**config.mk**
```make
export PLATFORM = sky130hd
export DESIGN_NAME = ifetch_stage
export DESIGN_NICKNAME = d
export VERILOG_FILES = /design/src/rtl/ifetch_pkg.sv /design/src/rtl/ifetch_pc_reg.sv /design/src/rtl/ifetch_stage.sv
export SDC_FILE = /design/constraint.sdc
export NUM_CORES = 1
export LEC_CHECK = 0
export CAP_MARGIN = 20
export CORE_ASPECT_RATIO = 1.1
export CORE_MARGIN = 2
export CORE_UTILIZATION = 48
export CTS_CLUSTER_SIZE = 24
export DETAILED_ROUTE_END_ITERATION = 10
export PLACE_DENSITY = 0.8
export SETUP_SLACK_MARGIN = 0.2
export SLEW_MARGIN = 0
export SYNTH_ARGS = -nofsm -noshare
export SYNTH_HDL_FRONTEND = slang
export SYNTH_SLANG_ARGS = --single-unit
```
**constraint.sdc**
```tcl
create_clock -name Clk -period 2.8 [get_ports Clk]
set_clock_uncertainty 0.05 [all_clocks]
set_input_delay 0.56 -clock Clk [delete_from_list [all_inputs] [get_ports Clk]]
set_output_delay 0.56 -clock Clk [all_outputs]
set_load 0.1 [all_outputs]
```
**src/rtl/ifetch_pkg.sv**
```systemverilog
// ============================================================================
// Module  : ifetch_pkg
// Brief   : Shared widths and FSM encoding for the instruction fetch stage.
//           IFETCH_ALIGN_CHECK_EN adds the FAULT state.
// Rev     : 1.0  initial release
// ============================================================================
`default_nettype none

package ifetch_pkg;

  localparam int INSTR_W = 32;
  localparam int CNT_W   = 16;

`ifdef IFETCH_ALIGN_CHECK_EN
  typedef enum logic [1:0] {
    ST_FETCH  = 2'd0,
    ST_HOLD   = 2'd1,
    ST_SQUASH = 2'd2,
    ST_FAULT  = 2'd3
  } fetch_state_e;
`else
  typedef enum logic [1:0] {
    ST_FETCH  = 2'd0,
    ST_HOLD   = 2'd1,
    ST_SQUASH = 2'd2
  } fetch_state_e;
`endif

endpackage

`default_nettype wire

```
**src/rtl/ifetch_pc_reg.sv**
```systemverilog
// ============================================================================
// Module  : ifetch_pc_reg
// Brief   : Program counter with sequential increment and redirect mux.
// Rev     : 1.0  initial release
// ============================================================================
`default_nettype none

module ifetch_pc_reg #(
  parameter logic [31:0] RESET_PC = 32'h0000_0000,
  parameter int          PC_INC   = 4
) (
  input  logic        clk,
  input  logic        rst,
  input  logic        inc_en,
  input  logic        redirect_en,
  input  logic [31:0] target,
  output logic [31:0] pc
);

  logic [31:0] pc_d, pc_q;

  // Redirect wins over increment; the FSM never asserts both together.
  always_comb begin
    pc_d = pc_q;
    if (redirect_en) begin
      pc_d = target;
    end else if (inc_en) begin
      pc_d = pc_q + 32'(PC_INC);
    end
  end

  always_ff @(posedge clk) begin
    if (rst) begin
      pc_q <= RESET_PC;
    end else begin
      pc_q <= pc_d;
    end
  end

  assign pc = pc_q;

endmodule

`default_nettype wire

```
**src/rtl/ifetch_stage.sv**
```systemverilog
// ============================================================================
// Module  : ifetch_stage
// Brief   : Single-outstanding instruction fetch with branch squash and a
//           decode handshake. IFETCH_ALIGN_CHECK_EN enables the sticky fault.
// Rev     : 1.0  initial release
// ============================================================================
`default_nettype none

module ifetch_stage
  import ifetch_pkg::*;
#(
  parameter logic [31:0] RESET_PC = 32'h0000_0000,
  parameter int          PC_INC   = 4
) (
  input  logic               Clk,
  input  logic               Reset,
  input  logic               Branch_Valid,
  input  logic [31:0]        Branch_Target,
  output logic               Imem_Req,
  output logic [31:0]        Imem_Addr,
  input  logic               Imem_Ack,
  input  logic [INSTR_W-1:0] Imem_Data,
  output logic [INSTR_W-1:0] Instr,
  output logic [31:0]        Instr_PC,
  output logic               Instr_Valid,
  input  logic               Instr_Ready,
  output logic [CNT_W-1:0]   Fetch_Count,
  output logic               Fault
);

`ifdef IFETCH_ALIGN_CHECK_EN
  localparam logic [31:0] ADDR_MASK = 32'hFFFF_FFFF;
`else
  localparam logic [31:0] ADDR_MASK = 32'hFFFF_FFFC;
`endif

  fetch_state_e       state_d, state_q;
  logic [INSTR_W-1:0] instr_d, instr_q;
  logic [31:0]        instr_pc_d, instr_pc_q;
  logic               valid_d, valid_q;
  logic [CNT_W-1:0]   cnt_d, cnt_q;
  logic [31:0]        sq_addr_d, sq_addr_q;
  logic [31:0]        pc;
  logic               req_c;
  logic               pc_inc_c;
  logic               pc_redirect_c;
`ifdef IFETCH_ALIGN_CHECK_EN
  logic               fault_d, fault_q;
`endif

  ifetch_pc_reg #(
    .RESET_PC (RESET_PC),
    .PC_INC   (PC_INC)
  ) u_pc_reg (
    .clk         (Clk),
    .rst         (Reset),
    .inc_en      (pc_inc_c),
    .redirect_en (pc_redirect_c),
    .target      (Branch_Target),
    .pc          (pc)
  );

  always_comb begin
    state_d       = state_q;
    instr_d       = instr_q;
    instr_pc_d    = instr_pc_q;
    valid_d       = valid_q;
    cnt_d         = cnt_q;
    sq_addr_d     = sq_addr_q;
    req_c         = 1'b0;
    pc_inc_c      = 1'b0;
    pc_redirect_c = 1'b0;
`ifdef IFETCH_ALIGN_CHECK_EN
    fault_d       = fault_q;
`endif
    case (state_q)
      ST_FETCH: begin
`ifdef IFETCH_ALIGN_CHECK_EN
        if (pc[1:0] != 2'b00) begin
          fault_d = 1'b1;
          state_d = ST_FAULT;
        end else
`endif
        begin
          req_c = 1'b1;
          if (Imem_Ack) begin
            if (Branch_Valid) begin
              pc_redirect_c = 1'b1;
            end else begin
              instr_d    = Imem_Data;
              instr_pc_d = pc;
              valid_d    = 1'b1;
              pc_inc_c   = 1'b1;
              state_d    = ST_HOLD;
            end
          end else if (Branch_Valid) begin
            // The stale request keeps its address until memory acks it.
            sq_addr_d     = pc;
            pc_redirect_c = 1'b1;
            state_d       = ST_SQUASH;
          end
        end
      end
      ST_HOLD: begin
        if (Instr_Ready) begin
          cnt_d = cnt_q + 1'b1;
        end
        if (Branch_Valid || Instr_Ready) begin
          valid_d = 1'b0;
          state_d = ST_FETCH;
        end
        pc_redirect_c = Branch_Valid;
      end
      ST_SQUASH: begin
        req_c         = 1'b1;
        pc_redirect_c = Branch_Valid;
        if (Imem_Ack) begin
          state_d = ST_FETCH;
        end
      end
      default: begin
        state_d = state_q;
      end
    endcase
  end

  always_ff @(posedge Clk) begin
    if (Reset) begin
      state_q    <= ST_FETCH;
      instr_q    <= '0;
      instr_pc_q <= '0;
      valid_q    <= 1'b0;
      cnt_q      <= '0;
      sq_addr_q  <= '0;
`ifdef IFETCH_ALIGN_CHECK_EN
      fault_q    <= 1'b0;
`endif
    end else begin
      state_q    <= state_d;
      instr_q    <= instr_d;
      instr_pc_q <= instr_pc_d;
      valid_q    <= valid_d;
      cnt_q      <= cnt_d;
      sq_addr_q  <= sq_addr_d;
`ifdef IFETCH_ALIGN_CHECK_EN
      fault_q    <= fault_d;
`endif
    end
  end

  assign Imem_Req    = req_c & ~Reset;
  assign Imem_Addr   = ((state_q == ST_SQUASH) ? sq_addr_q : pc) & ADDR_MASK;
  assign Instr       = instr_q;
  assign Instr_PC    = instr_pc_q;
  assign Instr_Valid = valid_q;
  assign Fetch_Count = cnt_q;
`ifdef IFETCH_ALIGN_CHECK_EN
  assign Fault       = fault_q;
`else
  assign Fault       = 1'b0;
`endif

endmodule

`default_nettype wire
```
==> results of run 1 <==
-- cell usage after synthesis (all sizes together) (2+ instances only) --
library cell  count  share of area (%)
nor3             10               0.77
or4              17                2.0
nor3b             5               0.58
or3              10               0.96
inv               9               0.52
nand3b            3               0.54
a21oi           115                8.8
clkbuf           52                3.0
nor2b             2               0.19
nand2b            3               0.29
mux2             26                4.5
nor4             17                1.7
ha                6                1.2
o31ai            13                1.5
or2               3               0.29
a311oi           12                1.6
xnor2             8                1.1
and4             10                1.3
o21ai            13                1.0
nand3            20                1.5
dfxtp           145                 45
buf              19                1.5
and3              9               0.87
nor2             41                2.4
xor2              7               0.94
nand4            12                1.4
nand2           209                 12
and2              2               0.19
a211oi           10                1.2
-- logic make-up after synthesis --
logic type               share of synthesized area [%]
other                                           0.0576
XOR/XNOR                                          2.02
buffers and inverters                             5.00
AO/OA/AOI/OAI                                     14.9
AND/OR/NAND/NOR                                   27.6
multiplexers                                      4.65
adder cells (fa/ha/maj)                           1.15
flip-flops                                        44.6
-- per-stage QoR --
stage	setup WS (ns)	instances	TNS (ns)
after floorplan	-0.173	821	-0.692
after global placement	0.184	1117	0
after detailed placement	0.128	1117	0
after CTS	0.330	1147	0
after global routing	0.265	1147	0
final	0.345	1147	0
-- metal layers --
metal	vias up	GRT usage (%)	routed length, µm
met1	2989	32.8	7760
li1	3169	-	-
met3	26	6.40	1220
met4	0	9.14	348
met2	240	41.7	9030
met5	-	0	0
-- worst max path at each step --
stage,from,to,slack (ns)
3_3_place_gp,Imem_Ack,u_pc_reg.pc[16],0.18
3_5_place_dp,Imem_Ack,u_pc_reg.pc[19],0.13
6_report,state_q[0],Imem_Addr[13],0.35
2_1_floorplan,state_q[0],Imem_Addr[14],-0.17
5_1_grt,u_pc_reg.pc[3],u_pc_reg.pc[26],0.26
4_1_cts,state_q[0],Imem_Addr[13],0.33
-- sequential cells by signal, summed over array words and instances (netlist names) --
name / cells
Fetch_Count: 16
Instr: 32
Instr_PC: 32
Instr_Valid: 1
sq_addr_q: 30
state_q: 2
u_pc_reg.pc: 32
-- power by group through the flow --
stage	logic, µW	registers, µW	clock network (µW)
floorplan	801	2610	0
global placement	1630	2310	0
detailed placement	1630	2320	0
CTS	1640	2270	2190
global route	1710	2290	2280
finish	1640	2280	2160
-- layout make-up --
class	instances	area (µm²)
well taps	161	201
multi-input cells	596	3300
clock inverters	7	85.1
inverters	9	33.8
repair buffers	206	2130
clock buffers	23	468
fillers	1090	4100
flip-flops and latches	145	2900
-- worst max-delay path, stage by stage, from the launching register on --
cell and delay (ns):
dfxtp_1 0.34, inv_1 0.09, ha_2 0.20, buf_12 0.21, mux2_2 0.40, buf_12 0.17
==> results.toml, run 1 <==
[power_and_ir_drop]
clkPwrFrac_pct = 35.5
combPwrFrac_pct = 27.0
p_leak_uw = 0.00346
p_int_uw = 4030
seq_power_share_pct = 37.5
p_sw_share_pct = 33.6
powerDensity_mw_per_mm2 = 666
total_power_uw = 6070
ir_drop_mv = 0.383
power_switching_uw = 2040

[floorplanning]
die-area_mm2 = 0.0145
chipHeight_um = 126
io_pins = 184
die_x_um = 115
rows = 44
core_area_mm2 = 0.0132
floorplan.initialDensity_pct = 49.2

[cells_and_area]
antennaDiodeCount = 0
fin_util_pct = 69.0
finalNetCount = 1050
design_area_mm2 = 0.00912
area_delta_synth_final_pct = 40.1
layout.cells.most_common_list = "209 x nand2_1, 145 x dfxtp_1, 114 x a21oi_1"
final_common_cell = "nand2_1"
drive_gt1_share_pct = 20.8

[timing]
setup_viol_count_final = 0
fmax_ghz = 0.407
min_period_over_period_pct = 87.7
slew_headroom_pct = 57.4
fin_crit_ns = 2.45
rsz0062_at_grt = "false"
hold_viol = 0
drv_slew = 0
whs_ns = 0.400
worstMarginPinSlew_ns = 0.639

[synth]
ys_seq_area_share_pct = 44.6
yosys_warnings = 0
ys_ff_latch = 145
synth_cell_types = 47
syn_inst = 819
synth_ff_type = "dfxtp_1"
syn_area_per_cell_um2 = 7.94
netlist_area_mm2 = 0.00651
synth-edff-count = 0
postSynth.asyncResetShare_pct = 0

[setup_path]
r2r_end = "u_pc_reg.pc[26]"
ff2ff_setup_slack_ns = 0.41
r2r_start = "u_pc_reg.pc[3]"
required_ns = 2.19
worstSetupEndpointType = "primary output"
critPathArrivalTime_ns = 1.84
path_class = "register to primary output"
cp_max_fo = 35
r2r_cells = 5
start_kind = "register"

[clock_network]
cts_resized = 0
cts_setup_buffers = 0
clk_pin_slew_ns = 0.06
root_buffer = "clkbuf_16"
postCtsHoldBufs = 0
cts-buffers-inserted = 17
cts_tree = "done"
cts_buffer_depth = 2
htreeDepth = 4
insertion_delay_ns = 0.42
cts.sink_count = 145

[min_path]
min_path_type = "register to register"
hold_path_startpoint = "u_pc_reg.pc[0]"
min_to = "Instr_PC[0]"
min_path_cells = 2

[global_routing]
grt_pass1_wl_mm = 29.6
grt_max_degree = 59
gr-total-overflow = 0
grt_pass1_vias = 5902
grt_usage_pct = 25.6
antenna_found_initial = 0

[drt]
drc = 0
wirelength_mm = 18.4
drtPass1Iterations = 5
antenna_left = 0
wire_per_inst_um = 16.0
vias = 6424
vias_per_cell = 5.60
drtIter0Drc = 541

[place]
io_buffers = 180
dpl.hpwl_mm = 12.6
gp_congestion = 0.870
dpl_cell_area_mm2 = 0.00856

[flow_run]
drv_cap = 0

[status]
status = "complete, no violations"
Power figures use the tool's default switching activity.
==> inputs of run 2 (changes only) <==
--- a/config.mk
+++ b/config.mk
@@ -8,10 +8,12 @@
 export CAP_MARGIN = 20
 export CORE_ASPECT_RATIO = 1.1
 export CORE_MARGIN = 2
-export CORE_UTILIZATION = 48
+export CORE_UTILIZATION = 52
+export CTS_CLUSTER_DIAMETER = 80
 export CTS_CLUSTER_SIZE = 24
 export DETAILED_ROUTE_END_ITERATION = 10
-export PLACE_DENSITY = 0.8
+export HOLD_SLACK_MARGIN = 0.12
+export PLACE_DENSITY = 0.86
 export SETUP_SLACK_MARGIN = 0.2
 export SLEW_MARGIN = 0
 export SYNTH_ARGS = -nofsm -noshare
==> constraint.sdc (replaced) <==
create_clock -name Clk -period 3.15 [get_ports Clk]
set_clock_uncertainty 0.05 [all_clocks]
set_input_delay 0.63 -clock Clk [delete_from_list [all_inputs] [get_ports Clk]]
set_output_delay 0.63 -clock Clk [all_outputs]
set_load 0.1 [all_outputs]
==> run 2 against run 1 <==
Effect of this change: clock power is 3% lower; register-to-register slack better by 0.23 ns; sequential share of layout area is 0.096 points higher; hold slack stayed put; flip-flop and latch count stayed put; critical path depth stayed put; sequential power is 11% lower; clock-buffer cell count is 6 lower; core utilization is 5.9 points higher; worst setup slack better by 0.23 ns; largest cell class unchanged.
==> results.toml, run 2 (synthesis gave the netlist of run 1 again) <==
[clock_network]
cts_tree = "done"
cts_resized = 0
htreeDepth = 4
clk_pin_slew_ns = 0.06
insertion_delay_ns = 0.41
cts_setup_buffers = 0
cts_buffer_depth = 2
root_buffer = "clkbuf_16"
postCtsHoldBufs = 0
cts.sink_count = 145
cts-buffers-inserted = 17

[setup_path]
path_class = "register to primary output"
critPathSlowestCell = "mux2_2"
slowest_delay_ns = 0.41
required_ns = 2.47
crit_family = "buffers and inverters"
cp_max_fo = 19
critPathArrivalTime_ns = 1.89
worstSetupEndpointType = "primary output"
cp_cell_sequence = "inv_1, ha_1, buf_4, mux2_2, buf_12"
start_kind = "register"
cp.buffers_inverters = 3

[timing]
fmax_ghz = 0.389
fin_crit_ns = 2.57
worstMarginPinSlew_ns = 0.674
setup_tns_ns = 0
drv_slew = 0
whs_ns = 0.400
min_period_over_period_pct = 81.6
slew_headroom_pct = 55.1
rsz0062_at_grt = "false"
hold_viol = 0
setup_viol_count_final = 0

[floorplanning]
rows = 42
chipHeight_um = 121
core_area_mm2 = 0.0121
io_pins = 184
die_x_um = 111
die-area_mm2 = 0.0134
floorplan.initialDensity_pct = 53.6

[power_and_ir_drop]
ir_drop_mv = 0.366
clkPwrFrac_pct = 37.6
p_int_uw = 3690
p_sw_share_pct = 33.6
seq_power_share_pct = 36.5
p_leak_uw = 0.00343
powerDensity_mw_per_mm2 = 612
power_switching_uw = 1870
total_power_uw = 5560
combPwrFrac_pct = 25.9

[cells_and_area]
final_common_cell = "nand2_1"
antennaDiodeCount = 0
fillers = 887
area_delta_synth_final_pct = 39.7
finalNetCount = 1041
multiInputGateArea_mm2 = 0.00330
layout.cells.most_common_list = "209 x nand2_1, 145 x dfxtp_1, 114 x a21oi_1"
regArea_mm2 = 0.00290
drive_gt1_share_pct = 20.4

[drt]
drtPass1Iterations = 5
wire_per_inst_um = 16.7
wirelength_mm = 18.9
vias = 6465
drc = 0
antenna_left = 0
drtIter0Drc = 579
vias_per_cell = 5.71

[global_routing]
grt_max_degree = 56
antenna_found_initial = 0
grt_pass1_wl_mm = 30.6
grt_pass1_vias = 6223
gr-total-overflow = 0
grt_usage_pct = 27.9

[min_path]
min_path_type = "register to register"

[place]
dpl.hpwl_mm = 12.5
io_buffers = 180
gp_congestion = 0.863

[status]
status = "complete, no violations"

[flow_run]
drv_cap = 0
==> run 2: stage by stage <==
step	worst slack (ns)	instances	cell area (µm²)	utilization (%)
after global routing	0.470	1132	9090	74.9
after CTS	0.581	1132	9090	74.9
after global placement	0.321	1101	8470	69.8
after detailed placement	0.286	1101	8470	69.8
after floorplan	0.107	821	6520	-
final	0.580	1132	9090	74.9
==> run 2: path summary, 6_finish.rpt <==
| path | startpoint | to | slack, ns | depth (start not counted) |
|---|---|---|---|---|
| max | state_q[0] | Imem_Addr[13] | 0.58 | 5 |
| min | sq_addr_q[27] | sq_addr_q[27] | 0.40 | 2 |
| max reg2reg | state_q[0] | u_pc_reg.pc[16] | 0.64 | 6 |
| min reg2reg | sq_addr_q[27] | sq_addr_q[27] | 0.40 | 2 |
==> run 2: power by group through the flow <==
| stage | registers, µW | clock network (µW) | logic [µW] |
|---|---|---|---|
| final | 2030 | 2090 | 1440 |
| after global routing | 2040 | 2170 | 1500 |
| after CTS | 2030 | 2100 | 1440 |
| after detailed placement | 2060 | 0 | 1430 |
| after global placement | 2060 | 0 | 1420 |
| after floorplan | 2320 | 0 | 712 |
==> run 2: area by class of cell <==
class	count	share of cell area [%]
timing repair buffer	197	22.5
inverter	9	0.372
clock buffer	17	4.68
sequential	145	31.9
clock inverter	14	2.11
tap	154	2.12
multi-input combinational	596	36.3
==> run 2: per-layer routing <==
layer  wire length, µm  part of all wire [%]  global-route usage (%)  vias up
li1                  -                     -                       -     3139
met1              7860                    42                    36.7     3007
met2              9380                    50                    46.5      289
met3              1270                   6.8                    4.65       30
met4               345                   1.8                    9.69        0
met5                 0                     0                       0        -
==> run 2: tightest hold or removal path: cells and delay by family (launching register included) <==
kind	cells	cell delay, ns
AO/OA/AOI/OAI	1	0.05
flip-flops	1	0.30
AND/OR/NAND/NOR	1	0.05
